===== config.mk =====
export PLATFORM = sky130hd
export DESIGN_NAME = eject_sink
export DESIGN_NICKNAME = d
export VERILOG_FILES = /design/src/rtl/eject_sink_pkg.sv /design/src/rtl/eject_fifo.sv /design/src/rtl/eject_sink.sv
export SDC_FILE = /design/constraint.sdc
export NUM_CORES = 2
export LEC_CHECK = 0
export ABC_AREA = 0
export CORE_UTILIZATION = 51
export CTS_BUF_LIST = sky130_fd_sc_hd__clkbuf_4 sky130_fd_sc_hd__clkbuf_8 sky130_fd_sc_hd__clkbuf_16
export DETAILED_ROUTE_END_ITERATION = 8
export GPL_TIMING_DRIVEN = 0
export PLACE_DENSITY = 0.68
export SKIP_CTS_REPAIR_TIMING = 1
export SLEW_MARGIN = 20
export SYNTH_ARGS = -nofsm -noshare
export SYNTH_HDL_FRONTEND = slang
export SYNTH_HIERARCHICAL = 1
export SYNTH_SLANG_ARGS = --single-unit

===== constraint.sdc =====
create_clock -name clk -period 7.25 [get_ports clk]
set_input_delay 2.175 -clock clk [delete_from_list [all_inputs] [get_ports clk]]
set_output_delay 2.175 -clock clk [all_outputs]
set_load 0.02 [all_outputs]

===== src/rtl/eject_sink_pkg.sv =====
// Shared definitions for the eject sink: flit width, port indices and the
// merged-output beat. Imported by eject_fifo and eject_sink.
package eject_sink_pkg;

  localparam int unsigned FLIT_SIZE       = 32;
  localparam int unsigned NUM_EJECT_PORTS = 6;
  localparam int unsigned PORT_IDX_W      = 3;

  typedef logic [PORT_IDX_W-1:0] port_idx_t;

  localparam port_idx_t PORT_XPOS = 3'd0;
  localparam port_idx_t PORT_YPOS = 3'd1;
  localparam port_idx_t PORT_ZPOS = 3'd2;
  localparam port_idx_t PORT_XNEG = 3'd3;
  localparam port_idx_t PORT_YNEG = 3'd4;
  localparam port_idx_t PORT_ZNEG = 3'd5;

  // One beat on the merged output stream
  typedef struct packed {
    logic [FLIT_SIZE-1:0] flit;
    port_idx_t            port;
  } out_beat_t;

  // Round-robin successor, wrapping zneg back to xpos
  function automatic port_idx_t next_port(input port_idx_t p);
    return (p == PORT_ZNEG) ? PORT_XPOS : port_idx_t'(p + 3'd1);
  endfunction

  // Number of set bits in a per-port flag vector (0..6)
  function automatic logic [2:0] count_ports(input logic [NUM_EJECT_PORTS-1:0] v);
    logic [2:0] n;
    n = 3'd0;
    for (int i = 0; i < NUM_EJECT_PORTS; i++) begin
      n = n + 3'(v[i]);
    end
    return n;
  endfunction

endpackage


===== src/rtl/eject_fifo.sv =====
// Single-clock FIFO for one ejection port. A write while full is accepted
// when the same cycle pops, since a slot frees at that edge.
// Ports:
//   clk, rst       clock, synchronous active-high reset
//   i_wr_en        write request (dropped if full and not popping)
//   i_wr_data      write data
//   i_rd_en        pop request (ignored when empty)
//   o_head_c       current head entry (combinational)
//   o_full_c       FIFO holds DEPTH entries (combinational)
//   o_empty_c      FIFO holds no entries (combinational)
module eject_fifo #(
  parameter int unsigned DEPTH = 8,
  parameter int unsigned WIDTH = 32
) (
  input  logic             clk,
  input  logic             rst,
  input  logic             i_wr_en,
  input  logic [WIDTH-1:0] i_wr_data,
  input  logic             i_rd_en,
  output logic [WIDTH-1:0] o_head_c,
  output logic             o_full_c,
  output logic             o_empty_c
);

  localparam int unsigned AW = $clog2(DEPTH);
  localparam int unsigned CW = AW + 1;

  logic [WIDTH-1:0] r_mem [DEPTH];
  logic [AW-1:0]    r_wr_ptr;
  logic [AW-1:0]    r_rd_ptr;
  logic [CW-1:0]    r_count;
  logic             w_wr;
  logic             w_rd;

  assign o_full_c  = (r_count == CW'(DEPTH));
  assign o_empty_c = (r_count == '0);
  assign o_head_c  = r_mem[r_rd_ptr];

  assign w_rd = i_rd_en && !o_empty_c;
  assign w_wr = i_wr_en && (!o_full_c || w_rd);

  // Storage carries no reset; only pointers define validity
  always_ff @(posedge clk) begin
    if (w_wr && !rst) begin
      r_mem[r_wr_ptr] <= i_wr_data;
    end
  end

  // Pointers and occupancy; power-of-two depth lets pointers wrap naturally
  always_ff @(posedge clk) begin
    if (rst) begin
      r_wr_ptr <= '0;
      r_rd_ptr <= '0;
      r_count  <= '0;
    end else begin
      if (w_wr) r_wr_ptr <= r_wr_ptr + 1'b1;
      if (w_rd) r_rd_ptr <= r_rd_ptr + 1'b1;
      case ({w_wr, w_rd})
        2'b10:   r_count <= r_count + 1'b1;
        2'b01:   r_count <= r_count - 1'b1;
        default: r_count <= r_count;
      endcase
    end
  end

endmodule


===== src/rtl/eject_sink.sv =====
// Node-side receiver for the six router ejection streams. Each stream lands in
// its own FIFO (no backpressure upstream); a round-robin arbiter merges them
// into one registered valid/ready stream tagged with the source port.
// Optional macro EJECT_SINK_STATS_EN enables the saturating drop_count.
// Ports:
//   clk, rst                 clock, synchronous active-high reset
//   eject_<dir>, _valid      ejected flit and qualifier per direction
//   out_flit, out_port       merged flit and its source index (xpos=0..zneg=5)
//   out_valid, out_ready     output handshake
//   overflow                 sticky per-port drop flags
//   rx_count                 flits delivered on the output (wraps)
//   drop_count               total dropped flits (0 unless stats enabled)
module eject_sink
  import eject_sink_pkg::*;
#(
  parameter int unsigned FIFO_DEPTH = 8,
  parameter int unsigned CNT_W      = 32
) (
  input  logic                       clk,
  input  logic                       rst,
  input  logic [FLIT_SIZE-1:0]       eject_xpos,
  input  logic [FLIT_SIZE-1:0]       eject_ypos,
  input  logic [FLIT_SIZE-1:0]       eject_zpos,
  input  logic [FLIT_SIZE-1:0]       eject_xneg,
  input  logic [FLIT_SIZE-1:0]       eject_yneg,
  input  logic [FLIT_SIZE-1:0]       eject_zneg,
  input  logic                       eject_xpos_valid,
  input  logic                       eject_ypos_valid,
  input  logic                       eject_zpos_valid,
  input  logic                       eject_xneg_valid,
  input  logic                       eject_yneg_valid,
  input  logic                       eject_zneg_valid,
  output logic [FLIT_SIZE-1:0]       out_flit,
  output logic [PORT_IDX_W-1:0]      out_port,
  output logic                       out_valid,
  input  logic                       out_ready,
  output logic [NUM_EJECT_PORTS-1:0] overflow,
  output logic [CNT_W-1:0]           rx_count,
  output logic [15:0]                drop_count
);

  logic [FLIT_SIZE-1:0]       w_eject_flit [NUM_EJECT_PORTS];
  logic [NUM_EJECT_PORTS-1:0] w_eject_valid;
  logic [FLIT_SIZE-1:0]       w_head       [NUM_EJECT_PORTS];
  logic [NUM_EJECT_PORTS-1:0] w_full;
  logic [NUM_EJECT_PORTS-1:0] w_empty;
  logic [NUM_EJECT_PORTS-1:0] w_pop;
  logic [NUM_EJECT_PORTS-1:0] w_drop;
  logic                       w_load;
  logic                       w_take;
  logic                       w_grant_found;
  port_idx_t                  w_grant_idx;

  out_beat_t                  r_out;
  logic                       r_out_valid;
  port_idx_t                  r_rr_ptr;
  logic [NUM_EJECT_PORTS-1:0] r_overflow;
  logic [CNT_W-1:0]           r_rx_count;

  assign w_eject_flit[PORT_XPOS] = eject_xpos;
  assign w_eject_flit[PORT_YPOS] = eject_ypos;
  assign w_eject_flit[PORT_ZPOS] = eject_zpos;
  assign w_eject_flit[PORT_XNEG] = eject_xneg;
  assign w_eject_flit[PORT_YNEG] = eject_yneg;
  assign w_eject_flit[PORT_ZNEG] = eject_zneg;

  assign w_eject_valid = {eject_zneg_valid, eject_yneg_valid, eject_xneg_valid,
                          eject_zpos_valid, eject_ypos_valid, eject_xpos_valid};

  for (genvar i = 0; i < NUM_EJECT_PORTS; i++) begin : g_fifo
    eject_fifo #(
      .DEPTH(FIFO_DEPTH),
      .WIDTH(FLIT_SIZE)
    ) u_fifo (
      .clk      (clk),
      .rst      (rst),
      .i_wr_en  (w_eject_valid[i]),
      .i_wr_data(w_eject_flit[i]),
      .i_rd_en  (w_pop[i]),
      .o_head_c (w_head[i]),
      .o_full_c (w_full[i]),
      .o_empty_c(w_empty[i])
    );

    assign w_pop[i] = w_take && (w_grant_idx == port_idx_t'(i));
  end

  // A flit is lost only when its FIFO is full and not freeing a slot this cycle
  assign w_drop = w_eject_valid & w_full & ~w_pop;

  // Output register may load when empty or when its current beat is taken
  assign w_load = !r_out_valid || out_ready;
  assign w_take = w_load && w_grant_found;

  // Round-robin scan starting just after the last granted port
  always_comb begin
    port_idx_t scan;
    w_grant_found = 1'b0;
    w_grant_idx   = r_rr_ptr;
    scan          = r_rr_ptr;
    for (int k = 0; k < NUM_EJECT_PORTS; k++) begin
      scan = next_port(scan);
      if (!w_grant_found && !w_empty[scan]) begin
        w_grant_found = 1'b1;
        w_grant_idx   = scan;
      end
    end
  end

  // Output register, arbiter pointer and status counters
  always_ff @(posedge clk) begin
    if (rst) begin
      r_out       <= '0;
      r_out_valid <= 1'b0;
      r_rr_ptr    <= PORT_ZNEG;
      r_overflow  <= '0;
      r_rx_count  <= '0;
    end else begin
      if (r_out_valid && out_ready) begin
        r_rx_count <= r_rx_count + 1'b1;
      end
      if (w_load) begin
        r_out_valid <= w_grant_found;
        if (w_grant_found) begin
          r_out.flit <= w_head[w_grant_idx];
          r_out.port <= w_grant_idx;
          r_rr_ptr   <= w_grant_idx;
        end
      end
      r_overflow <= r_overflow | w_drop;
    end
  end

  assign out_flit  = r_out.flit;
  assign out_port  = r_out.port;
  assign out_valid = r_out_valid;
  assign overflow  = r_overflow;
  assign rx_count  = r_rx_count;

`ifdef EJECT_SINK_STATS_EN
  logic [15:0] r_drop_count;
  logic [16:0] w_drop_sum;

  assign w_drop_sum = {1'b0, r_drop_count} + 17'(count_ports(w_drop));

  // Saturating total of dropped flits
  always_ff @(posedge clk) begin
    if (rst) begin
      r_drop_count <= '0;
    end else begin
      r_drop_count <= w_drop_sum[16] ? 16'hFFFF : w_drop_sum[15:0];
    end
  end

  assign drop_count = r_drop_count;
`else
  assign drop_count = 16'd0;
`endif

endmodule

# Word level (Yosys, flattened, before mapping)
# Memories as Yosys holds them, arrays and structs flattened. A register that Yosys moved wholly into a read port is not among the register bits.
# Index checks and enable logic that the tools add are counted.
# op_classes
eq_ne	29
addsub	31
magnitude_cmp	7
mux	63
reduce_logical	75
bitwise	5
# ops
operator	n
$bmux 32 s3	1
$mux 3	24
$mux 32	2
$add 3x1->3 const B	18
$pmux 4 s2	6
$add 32x1->32 const B	1
$logic_and 1x1->1	31
$add 4x1->4 const B	6
$eq 3x3->1 const B	8
$eq 4x4->1 const B	6
$logic_not 4->1	6
$lt 3x4->1 const B	6
$mux 1	24
$sub 4x1->4 const B	6
$logic_not 1->1	23
$bmux 1 s3	6
$and 6x6->6	2
$eq 2x1->1 const B	6
$eq 2x2->1 const B	6
$reduce_bool 2->1	6
$logic_or 1x1->1	7
$eq 3x2->1 const B	2
$not 6->6	1
$or 6x6->6	1
5 further kinds	5
# totals
out_inout_bits	90
regBits	137
in_bits	201
word_cells	240
mem_count	6
ramBits	1536
# mem_list
memory	words	width	read_ports	rd_ports_with_merged_regs	write_ports	line_no	source
g_fifo[0].u_fifo.r_mem	8	32	1	1	1	eject_fifo.sv:28	logic [WIDTH-1:0] r_mem [DEPTH];
g_fifo[1].u_fifo.r_mem	8	32	1	1	1	eject_fifo.sv:28	
g_fifo[2].u_fifo.r_mem	8	32	1	1	1	eject_fifo.sv:28	
g_fifo[3].u_fifo.r_mem	8	32	1	1	1	eject_fifo.sv:28	
g_fifo[4].u_fifo.r_mem	8	32	1	1	1	eject_fifo.sv:28	
g_fifo[5].u_fifo.r_mem	8	32	1	1	1	eject_fifo.sv:28	

# Logic depth before layout (Yosys ltp)
# depth
depth_word	29
ltp_mapped	21
ltp_nobuf	18

# Cells and area by module
# Netlist, hierarchy kept.
# modules_own_cells
module	seq_area_each_um2	area_per_inst_um2	instances	cells_per_inst
eject_fifo (g_fifo[3].u_fifo ...)	7947.6	10513.8	3	455
eject_fifo (g_fifo[0].u_fifo ...)	7947.6	10520.1	2	455
eject_fifo (g_fifo[1].u_fifo)	7947.6	10487.6	1	456
eject_sink	1521.5	5416.4	1	717

# Worst setup path before layout
# Ideal clock, no wire load.
# synth_timing
kind	reg2reg
start	register g_fifo[5].u_fifo.r_count[1]
end	memory g_fifo[5].u_fifo.r_mem[0][0], enable pin
arrival_time_ns	7.101
required_time_ns	6.737
synth_period_minus_slack_ns	7.614
setup_ns	0.513
setup_slack_ns	-0.364
stages_incl_launch_ff	15
path_buffers	2
path_cell_list	dfxtp_1 or3_1 buf_2 nor2_1 mux4_2 mux2_2 and4_1 a31oi_2 a2111oi_4 buf_2 nand2_1 nor3_1 nand2b_1 o21ai_4 nor4b_1
# synth_between
elab_chain_len	26
word_cells_on_any_way	51
classes_between	2 x eq/ne; 26 x mux; 23 x reduce/logical
# synth_rtl
element	line_no	source
start: declaration	eject_fifo.sv:31	logic [CW-1:0] r_count;
start signal: assignment	eject_fifo.sv:59	2'b10: r_count <= r_count + 1'b1;
start signal: assignment	eject_fifo.sv:60	2'b01: r_count <= r_count - 1'b1;
start signal: assignment	eject_fifo.sv:61	default: r_count <= r_count;
$logic_not 4->1 *	eject_fifo.sv:36	assign o_empty_c = (r_count == '0);
net w_empty[5]	eject_sink.sv:46	logic [NUM_EJECT_PORTS-1:0] w_empty;
$bmux 1 s3	eject_sink.sv:103	if (!w_grant_found && !w_empty[scan]) begin
$mux 1 (implied by the code)	eject_sink.sv:103	
$logic_not 1->1	eject_sink.sv:103	
$logic_and 1x1->1	eject_sink.sv:103	
$mux 1	eject_sink.sv:103	
$logic_not 1->1	eject_sink.sv:103	
[12 not listed]	-	
$logic_and 1x1->1 *	eject_sink.sv:85	assign w_pop[i] = w_take && (w_grant_idx == port_idx_t'(i));
net w_pop[5]	eject_sink.sv:47	logic [NUM_EJECT_PORTS-1:0] w_pop;
$logic_and 1x1->1 *	eject_fifo.sv:39	assign w_rd = i_rd_en && !o_empty_c;
$logic_or 1x1->1 *	eject_fifo.sv:40	assign w_wr = i_wr_en && (!o_full_c || w_rd);
$logic_and 1x1->1 *	eject_fifo.sv:40	
$logic_and 1x1->1 *	eject_fifo.sv:44	if (w_wr && !rst) begin
$mux 1 *	eject_fifo.sv:44	
$mux 1 (implied by the code) *	eject_fifo.sv:45	r_mem[r_wr_ptr] <= i_wr_data;
end: declaration	eject_fifo.sv:28	
# The timed path passes the listed nets; every way through them passes the cells marked *. The select of a mux whose other input is x is not followed.

# Final worst setup path
# layout_timing
start	register g_fifo[1].u_fifo.r_count[1]
end	memory g_fifo[3].u_fifo.r_mem[1][10], enable pin
# layout_between
elab_chain_len	26
word_cells_on_any_way	48
classes_between	1 x eq/ne; 26 x mux; 21 x reduce/logical
# layout_rtl
element	line_no
start: declaration	eject_fifo.sv:31
start signal: assignment	eject_fifo.sv:59
start signal: assignment	eject_fifo.sv:60
start signal: assignment	eject_fifo.sv:61
$logic_not 4->1 *	eject_fifo.sv:36
net w_empty[1]	eject_sink.sv:46
$bmux 1 s3	eject_sink.sv:103
$mux 1 (implied by the code)	eject_sink.sv:103
$logic_not 1->1	eject_sink.sv:103
$logic_and 1x1->1	eject_sink.sv:103
$mux 1	eject_sink.sv:103
$logic_not 1->1	eject_sink.sv:103
[12 not listed]	-
$logic_and 1x1->1 *	eject_sink.sv:85
net w_pop[3]	eject_sink.sv:47
$logic_and 1x1->1 *	eject_fifo.sv:39
$logic_or 1x1->1 *	eject_fifo.sv:40
$logic_and 1x1->1 *	eject_fifo.sv:40
$logic_and 1x1->1 *	eject_fifo.sv:44
$mux 1 *	eject_fifo.sv:44
$mux 1 (implied by the code) *	eject_fifo.sv:45
end: declaration	eject_fifo.sv:28
# Marked as above.

==> metrics <==
DIE AREA=~0.14 mm²; remaining routing DRC violations=0; DIE HEIGHT=368 µm; CP required=slightly below 8 ns; critical path type=reg2reg; clk sinks=about 1,700; row count=between 100 and 150; Post-synth EDFFs=1,536; Internal=19,300 µW; Syn Inst Count=3,448; setup total negative slack=0 ns; area delta synth->final=18.7%; Rel. slew slack=0.163; Seq/Total Area, Yosys=0.719; power share of the clock group=0.307; Chip Width=~370 µm; vias in the first global route=roughly 35,000; commonest cells after routing, fill and taps aside=edfxtp_1 (1,536), clkdlybuf4s50_1 (273), mux4_1 (222); Routed Antenna Nets=0; Area after DPL=0.0757 mm²; drt initial violations=3,375; Synth Cell Area=0.0685 mm²; fin. max-slew vios=0; Worst Tran Pin Value=~1.3 ns; largest net degree at the start of global routing=28; initial core utilization=0.514; worst hold-check path type=reg2reg; Synth Area per Inst=approximately 20 µm²; Max Cap Viol=0; sw frac=0.315; Avg Vias per Cell=roughly 6.0; Final Worst Setup Slack=0.280 ns; commonest non-fill, non-tap cell in the layout=edfxtp_1; global-route wire length before repair=239 mm; Peak VDD IR=0.000260 V; RSZ-0062 raised after global routing=false; Synth top area share=0.673; CP Max Fanout=10; post-place setup slack=roughly 0.5 ns; #FFs+latches synth=between 1,500 and 2,000; CP Capture Type=register; layout cells sized above 1=0.237; Reg power frac=0.403; initial antenna violation count=25; Worst EP arrival=between 7 and 8 ns; Area contributors post-synth=edfxtp_1 (67%), mux4_1 (8.5%), mux4_2 (5.4%), dfxtp_1 (4.5%), mux2_2 (3.0%); IO Pins=slightly below 300; warning count from the yosys run=6; routed via count=35,700; combinational share of power=0.290; CTS buffer count=169; post-DR wirelength/cell=27.9 µm; ys flop type=edfxtp_1; fin nets=roughly 4,300; final non-filler cell total=~6,000; Pre-antenna DRT Iters=7; minimum clock period=6.97 ns; Overflow after GRT=0; H-tree depth=4; Leakage=~0.027 µW; Yosys cell types=between 70 and 80; switching power of the nets=between 8000 and 9000 µW; clk slew on worst S/H paths=roughly 0.060 ns; largest area contributor in the netlist=edfxtp_1; Fin. Hold Viols=0; asr flop ratio synth=0; CTS root buffer=clkbuf_16; CORE AREA=0.133 mm²; port buffer count=around 270; GRT Util Overall=0.246; fin crit share=0.961; power per cell area=347 mW/mm²; status=complete, no violations; CTS tree=yes; Placer Congestion=between 0.9 and 1; Fin Clk Skew=about 0.027 ns; worst-case clock buffer depth=3; routed wire length=approximately 170 mm; Final Instance Area=0.0813 mm²; crit start category=register; final-report setup violation count=0; FMAX=between 100 and 150 MHz; HPWL after detailed placement=about 120 mm; clk_lat worst skew=0.81 ns; DP Cell Count=5,655; Util after Layout=0.610
[registers in the layout (all words and copies together) (netlist names), named ones only]
name,flops
g_fifo.u_fifo/r_count,24
g_fifo.u_fifo/r_mem,1536
g_fifo.u_fifo/r_rd_ptr,18
g_fifo.u_fifo/r_wr_ptr,18
out_flit,32
out_port,3
out_valid,1
overflow,6
r_rr_ptr,2
rx_count,32
[Yosys cell counts, drive strengths merged (7+ instances only)]
master	number
nand2	54
a31oi	8
a211oi	14
mux2	197
mux2i	54
and3	8
nor2	177
dfxtp	154
a21oi	92
and2	14
nand3	88
nand2b	17
or2	9
nor3	32
xor2	42
mux4	387
edfxtp	1536
xnor2	27
or3	11
o31ai	7
a2111o	32
inv	30
clkbuf	64
o21ai	92
ha	25
o211ai	23
buf	146
nand3b	19
and4	7
[worst max-delay path, stage by stage (launching register included)]
cell and delay [ns]:
dfxtp_1 0.38, or3_1 0.38, buf_2 0.18, nor2_1 0.53, mux2i_1 0.28, a32oi_1 0.29
and2_1 0.30, a31oi_2 0.15, a2111oi_4 0.79, buf_2 0.46, nand2_1 0.27, nor3_1 0.74
nand2b_1 0.29, o21ai_4 0.12, nor3_2 0.78, buf_4 0.33, buf_6 0.16, buf_4 0.19
[final cells by class]
| class | count | area [µm²] |
|---|---|---|
| fill | 9331 | 52000 |
| sequential | 1690 | 49200 |
| multi-input combinational | 1532 | 18400 |
| clock buffer | 225 | 4760 |
| timing repair buffer | 424 | 4510 |
| tap | 1768 | 2210 |
| buffer | 210 | 1260 |
| clock inverter | 90 | 821 |
| inverter | 31 | 116 |
| antenna | 6 | 15.0 |
[kinds of logic (layout without fill, tap and decap cells)]
family,Yosys count,after routing,share of synthesized area
xor+xnor,69,69,0.00882
buf+inv,241,980,0.0201
other cells,1,22,0.0000548
fa+ha+maj,31,31,0.00632
mux,638,638,0.180
flops,1690,1690,0.719
compound gates,306,306,0.0320
simple gates,472,472,0.0340
[per-stage QoR]
| step | power [µW] | hold slack [ns] |
|---|---|---|
| 6_report | 28200 | 0.475 |
| 5_1_grt | 29200 | 0.492 |
| 4_1_cts | 28300 | 0.480 |
| 3_5_place_dp | 19600 | 0.470 |
| 3_3_place_gp | 19400 | 0.452 |
| 2_1_floorplan | 16700 | 0.485 |
[per-layer routing]
metal	vias up	track usage	share of wire	routed length (µm)
li1	15500	-	-	-
met4	32	0.0802	0.028	4630
met3	237	0.0735	0.092	15300
met1	18600	0.352	0.43	71600
met2	1332	0.362	0.45	74700
met5	-	0	0.0012	207
[path summary, 6_finish.rpt]
path	start	endpoint	slack, ns	cells past startpoint
setup / recovery	g_fifo[1].u_fifo/r_count[1]	g_fifo[3].u_fifo/r_mem[1][10]	0.28	17
hold / removal	overflow[4]	overflow[4]	0.47	2
setup reg to reg	g_fifo[1].u_fifo/r_count[1]	g_fifo[3].u_fifo/r_mem[1][10]	0.28	17
hold reg to reg	overflow[4]	overflow[4]	0.47	2
[power by group through the flow]
stage / logic, µW / registers (µW) / clock network (µW)
detailed placement: 8090 / 11500 / 0
global placement: 7830 / 11600 / 0
CTS: 8120 / 11300 / 8800
finish: 8180 / 11400 / 8650
floorplan: 5200 / 11500 / 0
global route: 8650 / 11400 / 9160
Note: power is estimated with default switching activity, not from simulation.
